$ cat config.mk
export PLATFORM = sky130hd
export DESIGN_NAME = parser_rule_cfg_master
export DESIGN_NICKNAME = d
export VERILOG_FILES = /design/src/rtl/parser_rule_cfg_master_pkg.sv /design/src/rtl/parser_rule_cfg_master_cmd_fifo.sv /design/src/rtl/parser_rule_cfg_master.sv
export SDC_FILE = /design/constraint.sdc
export NUM_CORES = 1
export LEC_CHECK = 0
export CAP_MARGIN = 20
export CORE_MARGIN = 2
export CORE_UTILIZATION = 50
export CTS_BUF_LIST = sky130_fd_sc_hd__clkbuf_8
export DETAILED_ROUTE_END_ITERATION = 16
export GPL_TIMING_DRIVEN = 0
export PLACE_DENSITY = 0.76
export SYNTH_ARGS = -nofsm -noshare
export SYNTH_HDL_FRONTEND = slang
export SYNTH_SLANG_ARGS = --single-unit
$ cat constraint.sdc
create_clock -name i_clk -period 3.4 [get_ports i_clk]
set_clock_uncertainty 0.2 [all_clocks]
set_input_delay 0.34 -clock i_clk [delete_from_list [all_inputs] [get_ports i_clk]]
set_output_delay 0.34 -clock i_clk [all_outputs]
set_load 0.05 [all_outputs]
$ cat src/rtl/parser_rule_cfg_master_pkg.sv
// Shared types for the rule-configuration bus master: FSM states, queued command, table selects.
package parser_rule_cfg_master_pkg;

    typedef enum logic [1:0] {
        IDLE    = 2'd0,
        ISSUE   = 2'd1,
        WAIT_RD = 2'd2,
        RSP     = 2'd3
    } cfg_state_t;

    // Rule table selects carried in addr[10:8]
    localparam logic [2:0] RULE_SEL_RULE = 3'd0;
    localparam logic [2:0] TYPE_DATA     = 3'd1;
    localparam logic [2:0] TYPE_OFS      = 3'd2;
    localparam logic [2:0] KEY_OFS       = 3'd3;
    localparam logic [2:0] HEAD_SHIFT    = 3'd4;
    localparam logic [2:0] META_SHIFT    = 3'd5;

    typedef struct packed {
        logic        wr;
        logic [31:0] addr;
        logic [31:0] wdata;
    } cfg_cmd_t;

    function automatic logic cfg_sel_legal(input logic [2:0] sel);
        return (sel <= META_SHIFT);
    endfunction

endpackage

$ cat src/rtl/parser_rule_cfg_master_cmd_fifo.sv
// Purpose: synchronous FIFO of queued rule-bus commands, wrap-bit pointers for full/empty.
// Latency: a pushed entry is visible at the head one cycle after the push edge.
// Backpressure: caller gates push with !full (or full with a same-cycle pop); pop only when !empty.
module parser_rule_cfg_master_cmd_fifo
    import parser_rule_cfg_master_pkg::*;
#(
    parameter int DEPTH = 4
) (
    input  logic     clk,
    input  logic     rst_n,
    input  logic     push_vld,
    input  cfg_cmd_t push_dat,
    input  logic     pop_rdy,
    output cfg_cmd_t pop_dat,
    output logic     full,
    output logic     empty
);

    localparam int AW = $clog2(DEPTH);

    cfg_cmd_t       mem [DEPTH];
    logic [AW:0]    wptr;
    logic [AW:0]    rptr;

    always_ff @(posedge clk or negedge rst_n) begin
        if (!rst_n) begin
            wptr <= '0;
            rptr <= '0;
        end else begin
            if (push_vld) wptr <= wptr + 1'b1;
            if (pop_rdy)  rptr <= rptr + 1'b1;
        end
    end

    always_ff @(posedge clk) begin
        if (push_vld) mem[wptr[AW-1:0]] <= push_dat;
    end

    assign pop_dat = mem[rptr[AW-1:0]];
    assign empty   = (wptr == rptr);
    assign full    = (wptr[AW] != rptr[AW]) && (wptr[AW-1:0] == rptr[AW-1:0]);

endmodule

$ cat src/rtl/parser_rule_cfg_master.sv
// Purpose: queues host commands and serialises them as single-cycle rule-bus reads/writes.
// Latency: strobe 1 cycle after a command reaches an idle FIFO head; read response 1 cycle after rdata_valid.
// Backpressure: o_cmd_ready drops when the FIFO is full; responses held until i_rsp_ready.
module parser_rule_cfg_master
    import parser_rule_cfg_master_pkg::*;
#(
    parameter int CMD_DEPTH  = 4,
    parameter int RD_TIMEOUT = 64,
    parameter int ERR_CNT_W  = 16
) (
    input  logic                 i_clk,
    input  logic                 i_rst_n,
    input  logic                 i_cmd_valid,
    output logic                 o_cmd_ready,
    input  logic                 i_cmd_wr,
    input  logic [31:0]          i_cmd_addr,
    input  logic [31:0]          i_cmd_wdata,
    output logic                 o_rsp_valid,
    input  logic                 i_rsp_ready,
    output logic [31:0]          o_rsp_rdata,
    output logic                 o_rsp_err,
    output logic                 o_rule_wren,
    output logic                 o_rule_rden,
    output logic [31:0]          o_rule_addr,
    output logic [31:0]          o_rule_wdata,
    input  logic                 i_rule_rdata_valid,
    input  logic [31:0]          i_rule_rdata,
    output logic                 o_busy,
    output logic [ERR_CNT_W-1:0] o_err_cnt
);

    localparam int              TMR_W    = $clog2(RD_TIMEOUT);
    localparam logic [TMR_W-1:0] TMR_LAST = TMR_W'(RD_TIMEOUT - 1);

    cfg_state_t       state;
    cfg_cmd_t         cmd_in;
    cfg_cmd_t         head;
    logic             fifo_full;
    logic             fifo_empty;
    logic             push;
    logic             pop;
    logic             hold_wr;
    logic             hold_legal;
    logic             head_legal;
    logic [TMR_W-1:0] timer;

    assign cmd_in      = '{wr: i_cmd_wr, addr: i_cmd_addr, wdata: i_cmd_wdata};
    assign pop         = (state == IDLE) && !fifo_empty;
    // A full FIFO still accepts a push in the cycle its head is popped.
    assign o_cmd_ready = !fifo_full || pop;
    assign push        = i_cmd_valid && o_cmd_ready;
    assign head_legal  = cfg_sel_legal(head.addr[10:8]);
    assign o_busy      = !fifo_empty || (state != IDLE);

    parser_rule_cfg_master_cmd_fifo #(
        .DEPTH (CMD_DEPTH)
    ) u_cmd_fifo (
        .clk      (i_clk),
        .rst_n    (i_rst_n),
        .push_vld (push),
        .push_dat (cmd_in),
        .pop_rdy  (pop),
        .pop_dat  (head),
        .full     (fifo_full),
        .empty    (fifo_empty)
    );

    always_ff @(posedge i_clk or negedge i_rst_n) begin
        if (!i_rst_n) begin
            state        <= IDLE;
            hold_wr      <= 1'b0;
            hold_legal   <= 1'b0;
            timer        <= '0;
            o_rule_wren  <= 1'b0;
            o_rule_rden  <= 1'b0;
            o_rule_addr  <= '0;
            o_rule_wdata <= '0;
            o_rsp_valid  <= 1'b0;
            o_rsp_rdata  <= '0;
            o_rsp_err    <= 1'b0;
            o_err_cnt    <= '0;
        end else begin
            o_rule_wren <= 1'b0;
            o_rule_rden <= 1'b0;
            case (state)
                IDLE: begin
                    if (!fifo_empty) begin
                        hold_wr    <= head.wr;
                        hold_legal <= head_legal;
                        timer      <= '0;
                        state      <= ISSUE;
                        // Strobes are registered here so they are high for the whole ISSUE cycle.
                        if (head_legal) begin
                            o_rule_addr <= head.addr;
                            if (head.wr) begin
                                o_rule_wren  <= 1'b1;
                                o_rule_wdata <= head.wdata;
                            end else begin
                                o_rule_rden  <= 1'b1;
                            end
                        end
                    end
                end
                ISSUE: begin
                    timer <= timer + 1'b1;
                    if (!hold_legal) begin
                        o_rsp_valid <= 1'b1;
                        o_rsp_err   <= 1'b1;
                        o_rsp_rdata <= '0;
                        state       <= RSP;
                    end else if (hold_wr) begin
                        state <= IDLE;
                    end else begin
                        state <= WAIT_RD;
                    end
                end
                WAIT_RD: begin
                    if (i_rule_rdata_valid) begin
                        o_rsp_valid <= 1'b1;
                        o_rsp_err   <= 1'b0;
                        o_rsp_rdata <= i_rule_rdata;
                        state       <= RSP;
                    end else if (timer == TMR_LAST) begin
                        o_rsp_valid <= 1'b1;
                        o_rsp_err   <= 1'b1;
                        o_rsp_rdata <= '0;
                        state       <= RSP;
                    end else begin
                        timer <= timer + 1'b1;
                    end
                end
                RSP: begin
                    if (i_rsp_ready) begin
                        o_rsp_valid <= 1'b0;
                        if (o_rsp_err && (o_err_cnt != '1)) o_err_cnt <= o_err_cnt + 1'b1;
                        state <= IDLE;
                    end
                end
                default: state <= IDLE;
            endcase
        end
    end

endmodule

### Word-level counts from Yosys, hierarchy flattened

Memories as Yosys holds them, arrays and structs flattened.
Index checks and enable logic that the tools add are counted.
Widths: inputs -> output; s select.

* word-level logic and storage cells: 88
* input bits: 102
* memory bits (writable): 260
* bits in registers: 132
* output and inout bits: 118
* memories: 1

Memories
* u_cmd_fifo.mem: words 4, width 65, rd ports 1, clocked after memory_dff 0, write ports 1, RTL line parser_rule_cfg_master_cmd_fifo.sv:21 `cfg_cmd_t mem [DEPTH];`

* add/subtract/negate cells: 4
* reductions and logical operators: 21
* bitwise logic cells: 1
* magnitude comparators: 1
* eq/ne operators: 14
* muxes and demuxes: 32

Operators by type and width (count)
* $mux 32: 3
* $pmux 32 s2: 1
* $mux 6: 3
* $pmux 6 s3: 1
* $add 16x1->16 const B: 1
* $ne 16x16->1 const B: 1
* $mux 1: 15
* $mux 2: 6
* $reduce_and 3->1: 4
* $reduce_and 4->1: 3
* $ne 2x2->1 const B: 5
* $pmux 2 s4: 1
* $add 3x1->3 const B: 2
* $add 6x1->6 const B: 1
* $eq 6x6->1 const B: 1
* $reduce_bool 3->1: 2
* $eq 2x2->1 const B: 2
* $logic_and 1x1->1: 4
* $reduce_bool 2->1: 2
* $eq 3x3->1: 1
* $le 3x3->1 const B: 1
* $ne 3x3->1 const B: 1
* $pmux 1 s3: 1
* $eq 2x1->1 const B: 1
* other kinds (8): 10

### Longest topological paths before layout

Gate-level depths: netlist (run 1).

* depth after elaboration: 7
* mapped depth: 7
* depth with buffers taken out: 6

### By module

From an unflattened synthesis (run 1), not the netlist that was laid out.

* cells, all modules: 740
* area total of the unflattened synthesis: 14808.0 um^2

Modules (own cells, without submodules)
* parser_rule_cfg_master_cmd_fifo: cells each 370, instances 1, seq. area each 7957.6 um^2, area each 9756.9 um^2
* parser_rule_cfg_master: cells each 370, instances 1, seq. area each 3153.0 um^2, area each 5051.1 um^2

### Worst setup path before layout (run 1)

Ideal clock, no wire load.

* kind: flip-flop to flip-flop
* start: reg state[0]
* end: mem u_cmd_fifo.mem[3][0] in the netlist's numbering (enable)
* library setup time: 0.432 ns
* path slack: -0.297 ns
* stages on the path, launching flop included: 6
* required time: 2.768 ns
* arrival: 3.065 ns
* clock period less this slack: 3.697 ns
* buffers on the path: 1
* cells stage by stage: dfrtp_1 -> inv_1 -> ha_1 -> or4b_1 -> clkbuf_1 -> and3_1

* longest elaborated chain between the ends: 6

Ends and longest elaborated chain
* start: declaration: RTL line parser_rule_cfg_master.sv:35 `cfg_state_t state;`
* start signal: assignment: RTL line parser_rule_cfg_master.sv:70 `state <= IDLE;`
* start signal: assignment: RTL line parser_rule_cfg_master.sv:91 `state <= ISSUE;`
* start signal: assignment: RTL line parser_rule_cfg_master.sv:110 `state <= RSP;`
* $logic_not 2->1: RTL line parser_rule_cfg_master.sv:48 `assign pop = (state == IDLE) && !fifo_empty;`
* $logic_and 1x1->1: RTL line parser_rule_cfg_master.sv:48
* $logic_or 1x1->1: RTL line parser_rule_cfg_master.sv:50 `assign o_cmd_ready = !fifo_full || pop;`
* named net o_cmd_ready: RTL line parser_rule_cfg_master.sv:14 `output logic o_cmd_ready,`
* $logic_and 1x1->1: RTL line parser_rule_cfg_master.sv:51 `assign push = i_cmd_valid && o_cmd_ready;`
* $mux 1: RTL line parser_rule_cfg_master_cmd_fifo.sv:36 `if (push_vld) mem[wptr[AW-1:0]] <= push_dat;`
* $mux 1 (not written as such): RTL line parser_rule_cfg_master_cmd_fifo.sv:36
* end: declaration: RTL line parser_rule_cfg_master_cmd_fifo.sv:21

The timed path passes the listed nets, and every way through them passes these cells.

### Worst setup path in the final report (run 1)

* start: reg state[0]
* end: out o_cmd_ready

* longest elaborated chain between the ends: 3

Ends and longest elaborated chain (RTL line)
* $logic_not 2->1: parser_rule_cfg_master.sv:48
* $logic_and 1x1->1: parser_rule_cfg_master.sv:48
* $logic_or 1x1->1: parser_rule_cfg_master.sv:50
* end: declaration: parser_rule_cfg_master.sv:14

No other way between the ends.

==> results of run 1 <==
-- power by group through the flow --
stage	clock (mW)	sequential [mW]	combinational (mW)
floorplan	0	8.98	3.11
detailed placement	0	7.18	7.46
CTS	3.93	7.10	7.48
global placement	0	7.17	7.22
finish	3.81	7.08	7.35
global route	4.14	7.21	7.84
-- worst max-delay path: cells and delay by family (launching register included) --
family / cells / cell delay, ns
buf+inv: 3 / 0.78
fa+ha+maj: 1 / 0.25
flops: 1 / 0.43
simple gates: 1 / 0.51
-- metal layers --
metal / routed length, um / share of wire
met1: 11900 / 0.40
met2: 14500 / 0.49
met3: 2760 / 0.092
met4: 658 / 0.022
met5: 16 / 0.00054
-- timing repair --
item / 4_1_cts / 5_1_grt
hold buffers: 1 / 0
hold endpoints to repair: 53 / 0
setup endpoints to repair: 1 / 1
gates resized for setup: 1 / 1
-- path summary, 6_finish.rpt --
kind	from	end	slack [ns]	cells after the start
min in group i_clk	i_rule_rdata[11]	o_rsp_rdata[11]$_DFFE_PN0P_	0.14	2
setup reg to reg	state[0]$_DFFE_PN0P_	u_cmd_fifo.mem[0][24]$_DFFE_PP_	0.76	6
hold reg to reg	o_rule_wdata[4]$_DFFE_PN0P_	o_rule_wdata[4]$_DFFE_PN0P_	0.29	1
max in group asynchronous	i_rst_n	timer[0]$_DFFE_PN0P_	2.11	3
setup / recovery	state[0]$_DFFE_PN0P_	o_cmd_ready	0.28	5
hold / removal	i_rst_n	o_rsp_rdata[29]$_DFFE_PN0P_	0.07	2
-- cell type report --
| type | instances | share of cell area |
|---|---|---|
| well taps | 390 | 0.0258 |
| clock inverters | 45 | 0.0129 |
| clock buffers | 71 | 0.0517 |
| repair buffers | 225 | 0.124 |
| diodes | 2 | 0.000265 |
| multi-input cells | 297 | 0.185 |
| inverters | 15 | 0.00298 |
| plain buffers | 34 | 0.00921 |
| flip-flops and latches | 392 | 0.588 |
-- cell usage in the layout (no fill, tap or decap), drive strengths merged, types with 13 or more instances in the layout --
master / instances
clkinv: 17
nand3: 17
dfrtp: 132
a22o: 32
buf: 23
ha: 13
mux4: 65
clkdlybuf4s50: 216
mux2: 65
inv: 42
nand2: 16
edfxtp: 260
clkbuf: 88
-- cells by family (layout without fill, tap and decap cells) --
logic type,after synthesis,after routing,share of synthesized area
buffers and inverters,49,390,0.0155
and+or+nand+nor,69,69,0.0258
xor gates and xnor gates,22,22,0.0135
muxes,134,134,0.151
adders and majority gates,13,13,0.0110
AOI/OAI and AO/OA,59,59,0.0330
other,0,2,0
DFF,392,392,0.750
-- sequential cells by signal, summed over array words and instances, names as in the netlist, named ones only --
register and cells:
u_cmd_fifo.mem 260, o_rsp_rdata 32, o_rule_addr 32, o_rule_wdata 32, o_err_cnt 16, timer 6
u_cmd_fifo.rptr 3, u_cmd_fifo.wptr 3, hold_legal 1, hold_wr 1, o_rsp_err 1, o_rsp_valid 1
o_rule_rden 1, o_rule_wren 1, state 1
-- metrics by stage --
stage,setup TNS [ns],cell area (um2),hold slack (ns)
5_1_grt,0,18900,0.100
2_1_floorplan,0,14800,-0.156
3_5_place_dp,0,17600,0.173
4_1_cts,0,18900,0.0604
3_3_place_gp,-550.81,17500,0.271
6_report,0,18900,0.0715
==> out/metrics.cfg, run 1 <==
[die]
die_w_um = 176
dieArea_um2 = 31000
initial_core_util = 0.504
core-area_um2 = 29400
die_h_um = 176
rows = 63
ios = 220

[yosys]
ys_top_cells_by_count = edfxtp_1, dfrtp_1, mux4_2, mux2_2, a22o_1
ys_seq_area_frac = 0.750
syn-num-nets = 853
synth-edff-count = 260
ys.flop_type = edfxtp_1
yosys-top-cells-area = edfxtp_1, dfrtp_1, mux4_2
yosys_warnings = 0
synth_top_area_cell = edfxtp_1
yosysMostFrequentCell = edfxtp_1
synth_cell_type_count = 49
yosysTopAreaCellShare = 0.527
synth_area_per_cell_um2 = 20.1
ys_ff_latch = 392
async_reset_ff_frac = 0.337
mappedNetlistArea_um2 = 14800
synthCells = 738

[power]
swShare = 0.372
clkPwrFrac = 0.209
powerDensity_nw_per_um2 = 966
seqPwrFrac = 0.388
switchingPower_mw = 6.78
combPwrFrac = 0.403
power_mw = 18.2
power.leakage_nw = 7.02
vdd_drop_max_mv = 0.686
internal_power_mw = 11.5

[sta]
fin_crit_ns = 3.12
worst_pin_slew_ns = 0.960
period_share = 0.917
finalHoldViolCount = 0
setup_viol = 0
max_freq_mhz = 321
slew-limit-headroom = 0.355
slew_viol_final = 0
setup_slack_ns = 0.282
rsz0062_at_grt = false

[routing]
dr.pass1.iters = 4
ant_nets = 0
drcViolationCount = 0
post_drt_via_cell_ratio = 5.35
via_count = 7876
wl_per_cell_um = 20.3
wl_um = 29800
drtIter0Drc = 475

[global_routing]
groute.usage.overall = 0.196
grt_max_degree = 80
grt-busiest-layer = met2
grt_use_met3 = 0.0642
met1_usage = 0.246
grt_pass1_wl_um = 46400
grt_pass1_vias = 8344
overflow = 0
grt_use_met2 = 0.326
antenna_found_initial = 3

[cts]
clk_path_buf_depth = 3
clock_latency_ns = 0.63
clock-sinks = 392
cts-root-buf = clkbuf_8
cts_max_level = 2
postCtsSetupRepairBufs = 0
cts_buffers = 61
path_clk_slew_ns = 0.07
cts_tree = yes

[setup_path]
end_kind = primary output
critPathLaunchType = register
cpPeakStageDelay_ns = 0.51
arrival_ns = 2.58
crit_type = register to primary output
crit_slowest_cell = or4b_1
path_max_fanout = 6
path_cells = inv_1 > ha_1 > or4b_1 > clkbuf_1 > dlygate4sd2_1
required_ns = 2.86

[layout]
area_growth_pct = 27.5
seqCellArea_um2 = 11100
drive_gt1_frac = 0.202
nFillCells = 2021
final_util = 0.642
multi_input_area_um2 = 3490
final-instance-count-excl-fill = 1471
fin_nets = 1141

[flow_run]
cap_violations = 0

[placed_design]
hpwlAfterDp_um = 18800
port_buffers = 219
place_ws_ns = 0.616
gp_congestion = 0.786
place_inst = 1352

[hold_path]
hold_class = primary input to asynchronous set/reset pin

[run_status]
run_status = completed

(Power assumes the default switching activity.)
==> run 2, diff against run 1 <==
--- a/config.mk
+++ b/config.mk
@@ -9,9 +9,12 @@
 export CORE_MARGIN = 2
 export CORE_UTILIZATION = 50
 export CTS_BUF_LIST = sky130_fd_sc_hd__clkbuf_8
+export CTS_CLUSTER_DIAMETER = 100
 export DETAILED_ROUTE_END_ITERATION = 16
+export DONT_BUFFER_PORTS = 1
 export GPL_TIMING_DRIVEN = 0
-export PLACE_DENSITY = 0.76
+export MAX_ROUTING_LAYER = met4
+export PLACE_DENSITY = 0.67
 export SYNTH_ARGS = -nofsm -noshare
 export SYNTH_HDL_FRONTEND = slang
 export SYNTH_SLANG_ARGS = --single-unit
==> out/metrics.cfg, run 2 (synthesis gave the netlist of run 1 again) <==
[die]
ios = 220
dieArea_um2 = 31000
rows = 63
die_w_um = 176
initial_core_util = 0.504
core-area_um2 = 29400
die_h_um = 176

[cts]
clk_path_buf_depth = 3
cts-resized-gates = 0
cts_max_level = 2
path_clk_slew_ns = 0.06
cts-root-buf = clkbuf_8
postCtsHoldBufs = 102
clock-sinks = 392
cts_buffers = 61
clock_latency_ns = 0.59
cts_tree = yes
postCtsSetupRepairBufs = 0

[global_routing]
grt_pass1_wl_um = 44600
groute.usage.overall = 0.193
antenna_found_initial = 3
grt_max_degree = 133
overflow = 0
grt_pass1_vias = 8099

[power]
internal_power_mw = 10.3
powerDensity_nw_per_um2 = 956
vdd_drop_max_mv = 0.510
clkPwrFrac = 0.210
swShare = 0.386
power.leakage_nw = 6.55
switchingPower_mw = 6.50
seqPwrFrac = 0.545
combPwrFrac = 0.246

[run_status]
violations = negative hold slack
run_status = finished, violations left

[sta]
whs_ns = -0.743
slew-limit-headroom = 0.409
timing.setup.tns_ns = 0
rsz0062_at_grt = false
period_share = 0.892
fin_crit_ns = 3.03
max_freq_mhz = 330
setup_viol = 0
worst_pin_slew_ns = 0.879
slew_viol_final = 0
finalHoldViolCount = 132

[setup_path]
path_max_fanout = 44
crit_type = register to register
required_ns = 3.46
r2r_end = u_cmd_fifo.mem[1][6]$_DFFE_PP_
critPathLaunchType = register
reg2reg_depth = 6
arrival_ns = 3.09
r2r-start = state[0]$_DFFE_PN0P_
end_kind = register
r2r_setup_slack_ns = 0.37

[layout]
final_cell_mix = edfxtp_1, dfrtp_1, dlygate4sd3_1
area_growth_pct = 18.7
largest_reg_flops = 260
final_common_cell = edfxtp_1
drive_gt1_frac = 0.216
fin_nets = 1022

[hold_path]
hold_class = primary input to asynchronous set/reset pin

[placed_design]
port_buffers = 0
hpwlAfterDp_um = 17700
gp_congestion = 0.816

[routing]
dr.pass1.iters = 4
wl_per_cell_um = 21.5
drtIter0Drc = 347
post_drt_via_cell_ratio = 5.52
drcViolationCount = 0
wl_um = 29000
ant_nets = 0
via_count = 7462

[flow_run]
cap_violations = 0

run 2: changes by cell type in the layout (fill, tap and decap cells not counted), moves of 3 or more:
cell	before	now
clkinv_2	11	8
clkinv_1	5	9
inv_1	40	43
dlygate4sd3_1	1	102
clkbuf_8	71	67
clkdlybuf4s50_1	216	0
run 2: critical path, cell delays in order (launching register included):
cell and delay (ns):
dfrtp_1 0.43, inv_1 0.15, ha_1 0.22, or4b_1 0.13, clkbuf_1 0.63, and3_4 0.59, buf_16 0.31
run 2: power groups by stage:
stage / clock network (mW) / logic (mW) / registers (mW)
2_1_floorplan: 0 / 3.11 / 8.98
3_3_place_gp: 0 / 3.79 / 9.24
3_5_place_dp: 0 / 4.06 / 9.28
4_1_cts: 3.65 / 4.22 / 9.18
5_1_grt: 3.88 / 4.50 / 9.29
6_report: 3.53 / 4.13 / 9.16
run 2: cell type report:
class | instances | area (um2)
Clock buffer | 67 | 922
Clock inverter | 47 | 203
Fill cell | 2097 | 11800
Inverter | 15 | 56.3
Tap cell | 390 | 488
Buffer | 34 | 174
Timing Repair Buffer | 106 | 1130
Multi-Input combinational cell | 297 | 3490
Sequential cell | 392 | 11100
Antenna cell | 3 | 7.51
run 2: routing by layer:
layer  GRT usage  part of all wire  vias to the layer above
li1            -                 -                     3293
met1       0.220              0.38                     3818
met2       0.331              0.51                      288
met3      0.0590             0.081                       63
met4      0.0561             0.025                        0
met5           -                 0                        -
run 2: through the flow:
step / cells / setup WS, ns / area [um2] / total power [mW] / util
floorplan: 738 / 0.428 / 14800 / 12.1 / -
global placement: 1128 / -0.362 / 15300 / 13.0 / 0.520
detailed placement: 1132 / 0.352 / 15400 / 13.3 / 0.525
CTS: 1348 / 0.335 / 17600 / 17.0 / 0.598
global route: 1351 / 0.225 / 17600 / 17.7 / 0.598
finish: 1351 / 0.368 / 17600 / 16.8 / 0.598
run 2: how the worst max path moves through the flow:
stage / startpoint / endpoint / slack (ns) / cells after the start
CTS: state[0]$_DFFE_PN0P_ / u_cmd_fifo.mem[1][12]$_DFFE_PP_ / 0.33 / 6
global route: state[0]$_DFFE_PN0P_ / u_cmd_fifo.mem[2][6]$_DFFE_PP_ / 0.22 / 6
finish: state[0]$_DFFE_PN0P_ / u_cmd_fifo.mem[1][6]$_DFFE_PP_ / 0.37 / 6
floorplan: state[0]$_DFFE_PN0P_ / u_cmd_fifo.mem[3][0]$_DFFE_PP_ / 0.43 / 5
global placement: state[0]$_DFFE_PN0P_ / u_cmd_fifo.mem[3][12]$_DFFE_PP_ / -0.36 / 5
detailed placement: state[0]$_DFFE_PN0P_ / u_cmd_fifo.mem[1][12]$_DFFE_PP_ / 0.35 / 6
